## src/rtl/dff_univ_shift.sv

```systemverilog
// Universal shift register: hold, shift right/left, parallel load, shift counter.
// Define SHREG_ROTATE_EN to make both shift modes rotate instead of serial fill.
module dff_univ_shift #(
  parameter int WIDTH = 8,
  localparam int CW = $clog2(WIDTH + 1)
) (
  input  logic             c,
  input  logic             r,
  input  logic             en,
  input  logic [1:0]       mode,
  input  logic [WIDTH-1:0] d,
  input  logic             sir,
  input  logic             sil,
  output logic [WIDTH-1:0] q,
  output logic [WIDTH-1:0] q_b,
  output logic             so_r,
  output logic             so_l,
  output logic [CW-1:0]    cnt,
  output logic             full
);

  localparam logic [CW-1:0] CMAX = CW'(WIDTH);

  logic             fill_r;
  logic             fill_l;
  logic [WIDTH-1:0] q_nx;
  logic [CW-1:0]    cnt_nx;
  logic [CW-1:0]    cnt_inc;

`ifdef SHREG_ROTATE_EN
  logic unused_serial;
  assign unused_serial = sir ^ sil;
  assign fill_r = q[0];
  assign fill_l = q[WIDTH-1];
`else
  assign fill_r = sir;
  assign fill_l = sil;
`endif

  assign cnt_inc = (cnt == CMAX) ? cnt : cnt + 1'b1;

  // next-state select by mode; shifts count up, load clears the count
  always_comb begin
    q_nx   = q;
    cnt_nx = cnt;
    unique case (mode)
      2'b00: begin
      end
      2'b01: begin
        q_nx   = {fill_r, q[WIDTH-1:1]};
        cnt_nx = cnt_inc;
      end
      2'b10: begin
        q_nx   = {q[WIDTH-2:0], fill_l};
        cnt_nx = cnt_inc;
      end
      2'b11: begin
        q_nx   = d;
        cnt_nx = '0;
      end
    endcase
  end

  // state register: reset wins, then enable gates every update
  always_ff @(posedge c) begin
    if (r) begin
      q   <= '0;
      cnt <= '0;
    end else if (en) begin
      q   <= q_nx;
      cnt <= cnt_nx;
    end
  end

  assign q_b  = ~q;
  assign so_r = q[0];
  assign so_l = q[WIDTH-1];
  assign full = (cnt == CMAX);

endmodule

```

## config.mk

```make
export PLATFORM = sky130hd
export DESIGN_NAME = dff_univ_shift
export DESIGN_NICKNAME = d
export VERILOG_FILES = /design/src/rtl/dff_univ_shift.sv
export SDC_FILE = /design/constraint.sdc
export NUM_CORES = 1
export LEC_CHECK = 0
export BUFFER_PORTS_ARGS = -buffer_cell sky130_fd_sc_hd__buf_2
export CAP_MARGIN = 40
export CORE_MARGIN = 4
export CORE_UTILIZATION = 41
export DETAILED_ROUTE_END_ITERATION = 6
export GPL_TIMING_DRIVEN = 0
export HOLD_SLACK_MARGIN = 0.05
export PLACE_DENSITY = 0.72
export SKIP_CTS_REPAIR_TIMING = 1
export SYNTH_ARGS = -nofsm -noshare
export SYNTH_HDL_FRONTEND = slang
export SYNTH_SLANG_ARGS = --single-unit
```

## constraint.sdc

```tcl
create_clock -name c -period 2.1 [get_ports c]
set_input_delay 0.105 -clock c [delete_from_list [all_inputs] [get_ports c]]
set_output_delay 0.105 -clock c [all_outputs]
set_load 0.02 [all_outputs]
```

==> results of run 1 <==
## worst max-delay path, stage by stage, from the launching register on
cell and delay (ns):
dfxtp_1 0.41, inv_1 0.09, ha_1 0.22, and4b_4 0.22, or4b_1 0.51, a21oi_1 0.15
## final cells by class
| cell class | instances | area share |
|---|---|---|
| flip-flops and latches | 12 | 0.2481 |
| plain buffers | 7 | 0.04134 |
| well taps | 16 | 0.02067 |
| multi-input cells | 58 | 0.4005 |
| inverters | 13 | 0.05039 |
| clock buffers | 4 | 0.03747 |
| repair buffers | 38 | 0.2016 |
## routing by layer
| layer | wire (um) | track usage | up-vias |
|---|---|---|---|
| met4 | 11 | 0.06452 | 0 |
| met1 | 890 | 0.2102 | 364 |
| met3 | 121 | 0.03614 | 2 |
| li1 | - | - | 406 |
| met5 | 0 | 0 | - |
| met2 | 911 | 0.2511 | 26 |
## worst max path at each step
stage / start / to / slack, ns / cells after the start
floorplan: cnt[0] / cnt[1] / 0.43 / 5
global placement: mode[0] / q[4] / 0.50 / 7
CTS: cnt[0] / cnt[1] / 0.45 / 5
global route: cnt[0] / cnt[1] / 0.36 / 5
finish: cnt[0] / cnt[1] / 0.44 / 5
detailed placement: mode[0] / q[4] / 0.48 / 7
## registers in the layout (all words and copies together) (netlist names)
register	cells
cnt	4
q	8
## kinds of logic (layout without fill, tap and decap cells)
logic type	count (synthesis)	in the layout
AND/OR/NAND/NOR	27	27
flip-flops	12	12
AO/OA/AOI/OAI	26	26
adder cells (fa/ha/maj)	5	5
buffers and inverters	20	62
## cells in the mapped netlist (all sizes together), types with 2 or more instances
| cell type | n |
|---|---|
| inv | 13 |
| dfxtp | 12 |
| nand2 | 9 |
| nor2 | 9 |
| a22oi | 8 |
| a311oi | 8 |
| ha | 5 |
| o21ai | 4 |
| a21oi | 3 |
| buf | 3 |
| clkbuf | 3 |
| a31oi | 2 |
| nor3 | 2 |
## power groups by stage
| stage | logic [mW] | clock network (mW) | registers, mW |
|---|---|---|---|
| 6_report | 0.153 | 0.188 | 0.259 |
| 5_1_grt | 0.166 | 0.201 | 0.263 |
| 4_1_cts | 0.152 | 0.192 | 0.258 |
| 3_5_place_dp | 0.151 | 0 | 0.264 |
| 3_3_place_gp | 0.149 | 0 | 0.263 |
| 2_1_floorplan | 0.0799 | 0 | 0.278 |
## placed cells by master, fill, tap and decap left out, types with 4 or more instances in the layout
cell	instances
buf_2	38
inv_1	13
dfxtp_1	12
nand2_1	9
nor2_1	9
a22oi_1	8
a311oi_1	8
ha_1	5
o21ai_0	4
==> summary.txt, run 1 <==
Run status
  – Outcome: complete, no violations

Power
  – Power per cell area: 618.3 nW/um2
  – Clock power frac: 0.313
  – Switching share of total power: 0.3221
  – Worst VDD drop: 352.1 uV
  – LEAKAGE: 0.4547 nW
  – Psw: 0.1929 mW
  – Comb power frac: 0.255
  – Reg power frac: 0.432
  – Total power: 0.5988 mW
  – Total internal power: 0.4059 mW

Critical path
  – Worst R2R Start: cnt[0]
  – Worst EP arrival: 1.86 ns
  – RR Endpoint: cnt[1]
  – Crit end category: flip-flop
  – Crit start category: flip-flop
  – Critical Path RT: 2.31 ns
  – Crit path kind: flip-flop to flip-flop
  – R2R cell count: 5
  – R2R Setup Slk: 0.44 ns
  – CP max FO: 6

Layout
  – Ant. Diodes: 0
  – Fraction of layout instances using a drive strength above 1: 0.3409
  – Syn-to-layout area delta: 35.08%
  – Utilization after layout: 0.6143
  – Final instance area: 968.4 um2
  – Final nets: 153
  – Multi-input gate area: 387.9 um2
  – Fin cells: 148
  – Fillers: 161
  – FF+latch area: 240.2 um2

Synth
  – Syn avg cell area: 7.966 um2
  – Largest cells by area after synthesis: dfxtp_1 (34%), a311oi_1 (9.8%), ha_1 (8.7%)
  – Yosys top cell by area: dfxtp_1
  – Post-synth EDFFs: 0
  – #FFs+latches synth: 12
  – Post-Syn Area: 716.9 um2
  – Top cell type's share of synthesized area: 0.3351
  – Synth warnings: 0
  – Post-synthesis mux area share: 0
  – Predominant post-synthesis flop cell: dfxtp_1
  – Combinational family with the most area after synthesis: compound AO/OA/AOI/OAI gates
  – Seq/Total Area, Yosys: 0.3351
  – Simple-gate share of the synthesized area: 0.1955
  – Compound-Gate Fraction of Synth Area: 0.2583
  – Post-Synthesis Cells: 90
  – Post-synthesis xor/xnor area fraction: 0
  – Asr flop ratio synth: 0
  – Adder-Cell Fraction of Synth Area: 0.08726
  – Yosys cell types: 23
  – Post-Synthesis Net Count: 110

GRT
  – Number of global-route vias before repair: 749
  – GRT Resource Usage Total: 0.1602
  – Largest net degree at the start of global routing: 11
  – GRT overflow: 0
  – Global-route wire length before repair: 3194 um
  – Initial antenna violation count: 0

Floorplanning
  – Die height: 49.82 um
  – # rows: 14
  – Die area: 2482 um2
  – Initial Utilization: 0.4548
  – IO Pins: 38
  – Die width: 49.82 um
  – Core Area: 1577 um2

Placed design
  – DP Area: 922.1 um2
  – GPL Wtd Cong: 0.6935
  – Placed insts: 143
  – Port bufs: 37
  – DP Wirelength: 1447 um
  – Post-Place Setup Slack: 0.4785 ns

STA
  – Slew margin rel.: 0.6468
  – RSZ-0062 raised after global routing: false
  – Final Slew Violations: 0
  – Worst slew pin tran: 0.5243 ns
  – Fin Hold WS: 0.09192 ns
  – F_max: 603.5 MHz
  – Final hold viol count: 0
  – Setup_tns: 0 ns
  – Setup violations, final: 0
  – Final setup margin: 0.4431 ns
  – Final setup skew: 0.002390 ns
  – Min Clock Period, post-route: 1.657 ns
  – Crit share post-route: 0.7890

Hold path
  – Hold WC Path Type: input pin to flip-flop
  – Hold path start: sir
  – Hold-critical path depth: 3
  – Hold EP: q[7]

Route
  – Total number of vias: 798
  – Wire per inst: 13.07 um
  – Post-Route WL: 1935 um
  – DRC errors left: 0
  – Drt via density: 5.392
  – Drt first pass iters: 4
  – Antenna Nets Post-Route: 0
  – Iter 0 DRT Violations: 27

CTS
  – Worst-path clk slew: 0.08 ns
  – CTS H-tree lvls: 1
  – # clock sinks: 12
  – CTS max path bufs: 2
  – CTS tree: done
  – Root buffer cell: clkbuf_4
  – Clk_lat worst skew: 0.27 ns
  – Num CTS Buffers: 3

Job
  – Max-cap violations: 0
(Power assumes the default switching activity.)
==> run 2, diff against run 1 <==
Settings changed: ABC_AREA from default to 1, PLACE_DENSITY 0.72 to 0.7.
Clock period 2.1 ns to 1.6 ns, I/O delays scaled along.
==> run 2 against run 1 <==
Flip-flop and latch count unchanged. Utilization down 2.6 points. First-iteration DRC count down 48%. Worst setup slack worse by 0.19 ns. Via count up 7.8%. Register-to-register slack worse by 0.08 ns. Clock power up 32%. Global-route usage down 1.3 points.
==> summary.txt, run 2 <==
Run status
  – Outcome: complete, no violations

Layout
  – Final nets: 179
  – Fillers: 186
  – Most common cell after layout, fill and taps aside: buf_2
  – Top Registers: q: 8 flops, cnt: 4 flops
  – Most frequent cells in the layout: buf_2 (38), nand2_1 (29), inv_1 (19), dfxtp_1 (12)
  – FF+latch area: 240.2 um2
  – Syn-to-layout area delta: 32.22%
  – Max reg flops: 8
  – Ant. Diodes: 0
  – Fin cells: 183
  – Fraction of layout instances using a drive strength above 1: 0.3481
  – Top reg by flops: q
  – Multi-input gate area: 426.7 um2

Synth
  – Yosys top cell by area: dfxtp_1
  – Top cell type's share of synthesized area: 0.3062
  – Syn avg cell area: 6.705 um2
  – Yosys cell types: 18
  – Seq/Total Area, Yosys: 0.3062
  – Top cells by count, synth: nand2_1 (29), inv_1 (19), dfxtp_1 (12)
  – Top-count cell post-synth: nand2_1
  – Post-synth EDFFs: 0
  – Largest cells by area after synthesis: dfxtp_1 (31%), nand2_1 (14%), inv_1 (9.1%)
  – Synth warnings: 0
  – Post-Syn Area: 784.5 um2
  – Post-Synthesis Net Count: 137
  – #FFs+latches synth: 12
  – Post-Synthesis Cells: 117
  – Predominant post-synthesis flop cell: dfxtp_1
  – Asr flop ratio synth: 0

STA
  – Crit share post-route: 0.8415
  – F_max: 742.7 MHz
  – RSZ-0062 raised after global routing: false
  – Final setup skew: 0.0004460 ns
  – Setup violations, final: 0
  – Final hold viol count: 0
  – Min Clock Period, post-route: 1.346 ns
  – Worst slew pin tran: 0.1968 ns
  – Final Slew Violations: 0
  – Setup_tns: 0 ns
  – Slew margin rel.: 0.8686

Placed design
  – DP Wirelength: 1430 um
  – Placed insts: 179
  – GPL Wtd Cong: 0.7240
  – Port bufs: 37

Job
  – Max-cap violations: 0

Route
  – Drt first pass iters: 4
  – DRC errors left: 0
  – Iter 0 DRT Violations: 14
  – Post-Route WL: 1852 um
  – Total number of vias: 860
  – Drt via density: 4.699
  – Wire per inst: 10.12 um
  – Antenna Nets Post-Route: 0

Critical path
  – Crit start category: flip-flop
  – Crit end category: primary output
  – Slowest cell delay on critical path: 0.42 ns
  – Critical Path RT: 1.52 ns
  – R2R Setup Slk: 0.36 ns
  – Worst EP arrival: 1.27 ns
  – CP max stage cell: dfxtp_1
  – R2R cell count: 8
  – Worst-path cell chain: inv_1 > ha_1 > nand2_1 > nor2_1 > buf_2
  – Crit path kind: flip-flop to primary output
  – CP max FO: 6
  – RR Endpoint: cnt[3]
  – Worst R2R Start: cnt[0]

Power
  – Power per cell area: 827.1 nW/um2
  – LEAKAGE: 0.5510 nW
  – Total power: 0.8579 mW
  – Worst VDD drop: 416.9 uV

Hold path
  – Hold path start: d[1]
  – Hold WC Path Type: input pin to flip-flop
  – Hold-critical path depth: 3
  – Hold EP: q[1]

CTS
  – Root buffer cell: clkbuf_4
  – Clk_lat worst skew: 0.28 ns
  – Num CTS Buffers: 3
  – Worst-path clk slew: 0.08 ns
  – # clock sinks: 12
  – CTS max path bufs: 2
  – CTS tree: done
  – CTS H-tree lvls: 1

Floorplanning
  – IO Pins: 38
  – Core Area: 1764 um2
  – Initial Utilization: 0.4447
  – Die area: 2677 um2
  – # rows: 15
  – Die width: 51.74 um
  – Die height: 51.74 um

GRT
  – Initial antenna violation count: 0
  – Number of global-route vias before repair: 728
  – GRT Resource Usage Total: 0.1471
  – GRT overflow: 0
  – Largest net degree at the start of global routing: 11
  – Global-route wire length before repair: 2967 um
## run 2: how the worst max path moves through the flow
stage,start,to,depth (start not counted)
floorplan,cnt[0],cnt[3],8
global placement,cnt[0],cnt[3],8
detailed placement,cnt[0],cnt[3],8
CTS,cnt[0],full,5
global route,cnt[0],full,5
finish,cnt[0],full,5
## run 2: final cells by class
class | count | share of cell area
well taps | 25 | 0.03016
multi-input cells | 78 | 0.4113
inverters | 22 | 0.07961
repair buffers | 37 | 0.1785
flip-flops and latches | 12 | 0.2316
clock buffers | 4 | 0.03498
plain buffers | 5 | 0.03378
## run 2: metrics by stage
stage | utilization | instance area [um2] | setup WS (ns) | hold WS [ns]
floorplan | - | 784.5 | 0.3120 | 0.2342
global placement | 0.5674 | 1001 | 0.3736 | 0.3440
detailed placement | 0.5674 | 1001 | 0.3635 | 0.3488
CTS | 0.5879 | 1037 | 0.2379 | 0.05064
global route | 0.5879 | 1037 | 0.1442 | 0.05168
finish | 0.5879 | 1037 | 0.2535 | 0.04959
## run 2: report_power, final
part	internal (mW)	total (mW)	switching, mW
Combinational	0.0976	0.258	0.160
Sequential	0.322	0.352	0.0296
Clock	0.138	0.248	0.110
Total	0.558	0.858	0.299
## run 2: cell families after synthesis
group,count (synthesis),share of synthesized area
AND/OR/NAND/NOR,49,0.2983
buffers and inverters,27,0.1499
AO/OA/AOI/OAI,24,0.1659
flip-flops,12,0.3062
adder cells (fa/ha/maj),5,0.07974
## run 2: worst max-delay path: cells and delay by family (launching register included)
family	cells	cell delay, ns
flip-flops	1	0.42
AND/OR/NAND/NOR	2	0.11
adder cells (fa/ha/maj)	1	0.23
buffers and inverters	2	0.24
## run 2: layer usage
metal	routed length (um)	up-vias	track usage
li1	-	454	-
met5	0	-	0
met3	129	4	0.04011
met4	22	0	0.09607
met2	848	29	0.2288
met1	852	373	0.1763
==> run 3, diff against run 2 <==
Clock period 1.6 ns to 1.4 ns, I/O delays scaled along.
==> run 3 against run 2 <==
Combinational power grew 16%. Die area is the same. Worst hold slack lost 0.010 ns. Critical path type unchanged. Clock power grew 14%.
==> summary.txt, run 3 (synthesized netlist as in run 2, its figures left out) <==
CTS
  – Num CTS Buffers: 3
  – Clk_lat worst skew: 0.28 ns
  – Root buffer cell: clkbuf_4
  – CTS max path bufs: 2
  – CTS tree: done
  – CTS H-tree lvls: 1
  – Worst-path clk slew: 0.08 ns
  – # clock sinks: 12

Route
  – Drt first pass iters: 4
  – Wire per inst: 10.14 um
  – Post-Route WL: 1876 um
  – Antenna Nets Post-Route: 0
  – Iter 0 DRT Violations: 14
  – Drt via density: 4.703
  – Total number of vias: 870
  – DRC errors left: 0

Job
  – Max-cap violations: 0

Floorplanning
  – Initial Utilization: 0.4447
  – Die height: 51.74 um
  – # rows: 15
  – Core Area: 1764 um2
  – Die width: 51.74 um
  – IO Pins: 38
  – Die area: 2677 um2

STA
  – Final Slew Violations: 0
  – F_max: 785.8 MHz
  – Slew margin rel.: 0.8686
  – Final setup margin: 0.1274 ns
  – Setup_tns: 0 ns
  – Min Clock Period, post-route: 1.273 ns
  – Final setup skew: 0.0004262 ns
  – Worst slew pin tran: 0.1968 ns
  – Crit share post-route: 0.9090
  – Final hold viol count: 0
  – RSZ-0062 raised after global routing: false
  – Setup violations, final: 0

Layout
  – Most frequent cells in the layout: buf_2 (38), nand2_1 (29), inv_1 (19), dfxtp_1 (10)
  – Top Registers: q: 8 flops, cnt: 4 flops
  – Final instance area: 1060 um2
  – Fraction of layout instances using a drive strength above 1: 0.3563
  – Syn-to-layout area delta: 35.09%
  – Final nets: 181
  – Most common cell after layout, fill and taps aside: buf_2
  – Max reg flops: 8
  – Ant. Diodes: 0
  – Top reg by flops: q

Placed design
  – DP Area: 1001 um2
  – GPL Wtd Cong: 0.7240
  – Port bufs: 37
  – Post-Place Setup Slack: 0.1635 ns
  – DP Wirelength: 1430 um

Power
  – Power per cell area: 930.6 nW/um2
  – Worst VDD drop: 477.1 uV
  – LEAKAGE: 0.5601 nW

Critical path
  – Slowest cell delay on critical path: 0.37 ns
  – Worst-path cell chain: inv_1 > ha_1 > nand2_1 > nor2_1 > buf_2
  – Crit path kind: flip-flop to primary output
  – CP max stage cell: dfxtp_2
  – Worst EP arrival: 1.20 ns
  – Crit start category: flip-flop
  – Crit end category: primary output
  – CP max FO: 6
  – Critical Path RT: 1.33 ns

GRT
  – Global-route wire length before repair: 2967 um
  – Initial antenna violation count: 0
  – GRT overflow: 0
  – Largest net degree at the start of global routing: 11
  – Number of global-route vias before repair: 728
  – GRT Resource Usage Total: 0.1471

Run status
  – Outcome: complete, no violations

Hold path
  – Hold WC Path Type: input pin to flip-flop
-- run 3: cell count changes in the layout (fill, tap and decap cells not counted) --
cell | before | now
dlygate4sd3_1 | 0 | 2
dfxtp_2 | 0 | 2
dfxtp_1 | 12 | 10
-- run 3: worst paths after layout --
check | from | end | slack [ns] | depth (start not counted)
max | cnt[0] | full | 0.13 | 5
min | d[1] | q[1] | 0.04 | 3
max reg2reg | cnt[0] | cnt[3] | 0.22 | 8
min reg2reg | cnt[0] | cnt[0] | 0.52 | 2
-- run 3: metrics by stage --
step           power, mW  hold slack (ns)  cells    util
5_1_grt            1.049          0.05208    185  0.6007
2_1_floorplan     0.6082           0.2242    117       -
3_5_place_dp      0.7082           0.3388    179  0.5674
6_report          0.9862          0.03956    185  0.6007
4_1_cts           0.9884          0.04064    183  0.5879
3_3_place_gp      0.7041           0.3340    179  0.5674
-- run 3: layout make-up --
class	count	area [um2]
clock buffer	4	36.28
sequential	12	242.7
fill	182	704.4
timing repair buffer	39	205.2
inverter	22	82.58
buffer	5	35.03
multi-input combinational	78	426.7
tap	25	31.28
-- run 3: critical path: cells and delay by family, from the launching register on --
kind	cells	cell delay, ns
DFF	1	0.37
adders and majority gates	1	0.22
buffers and inverters	2	0.22
and+or+nand+nor	2	0.11
-- run 3: power by group --
group / switching, mW / total [mW] / internal, mW
sequential: 0.0339 / 0.404 / 0.370
clock: 0.125 / 0.283 / 0.158
combinational: 0.184 / 0.299 / 0.115
total: 0.343 / 0.986 / 0.643
-- run 3: routing by layer --
metal  track usage  wire length, um  vias up
li1              -                -      458
met1        0.1763              852      379
met2        0.2288              875       29
met3       0.04011              126        4
met4       0.09607               22        0
met5             0                0        -
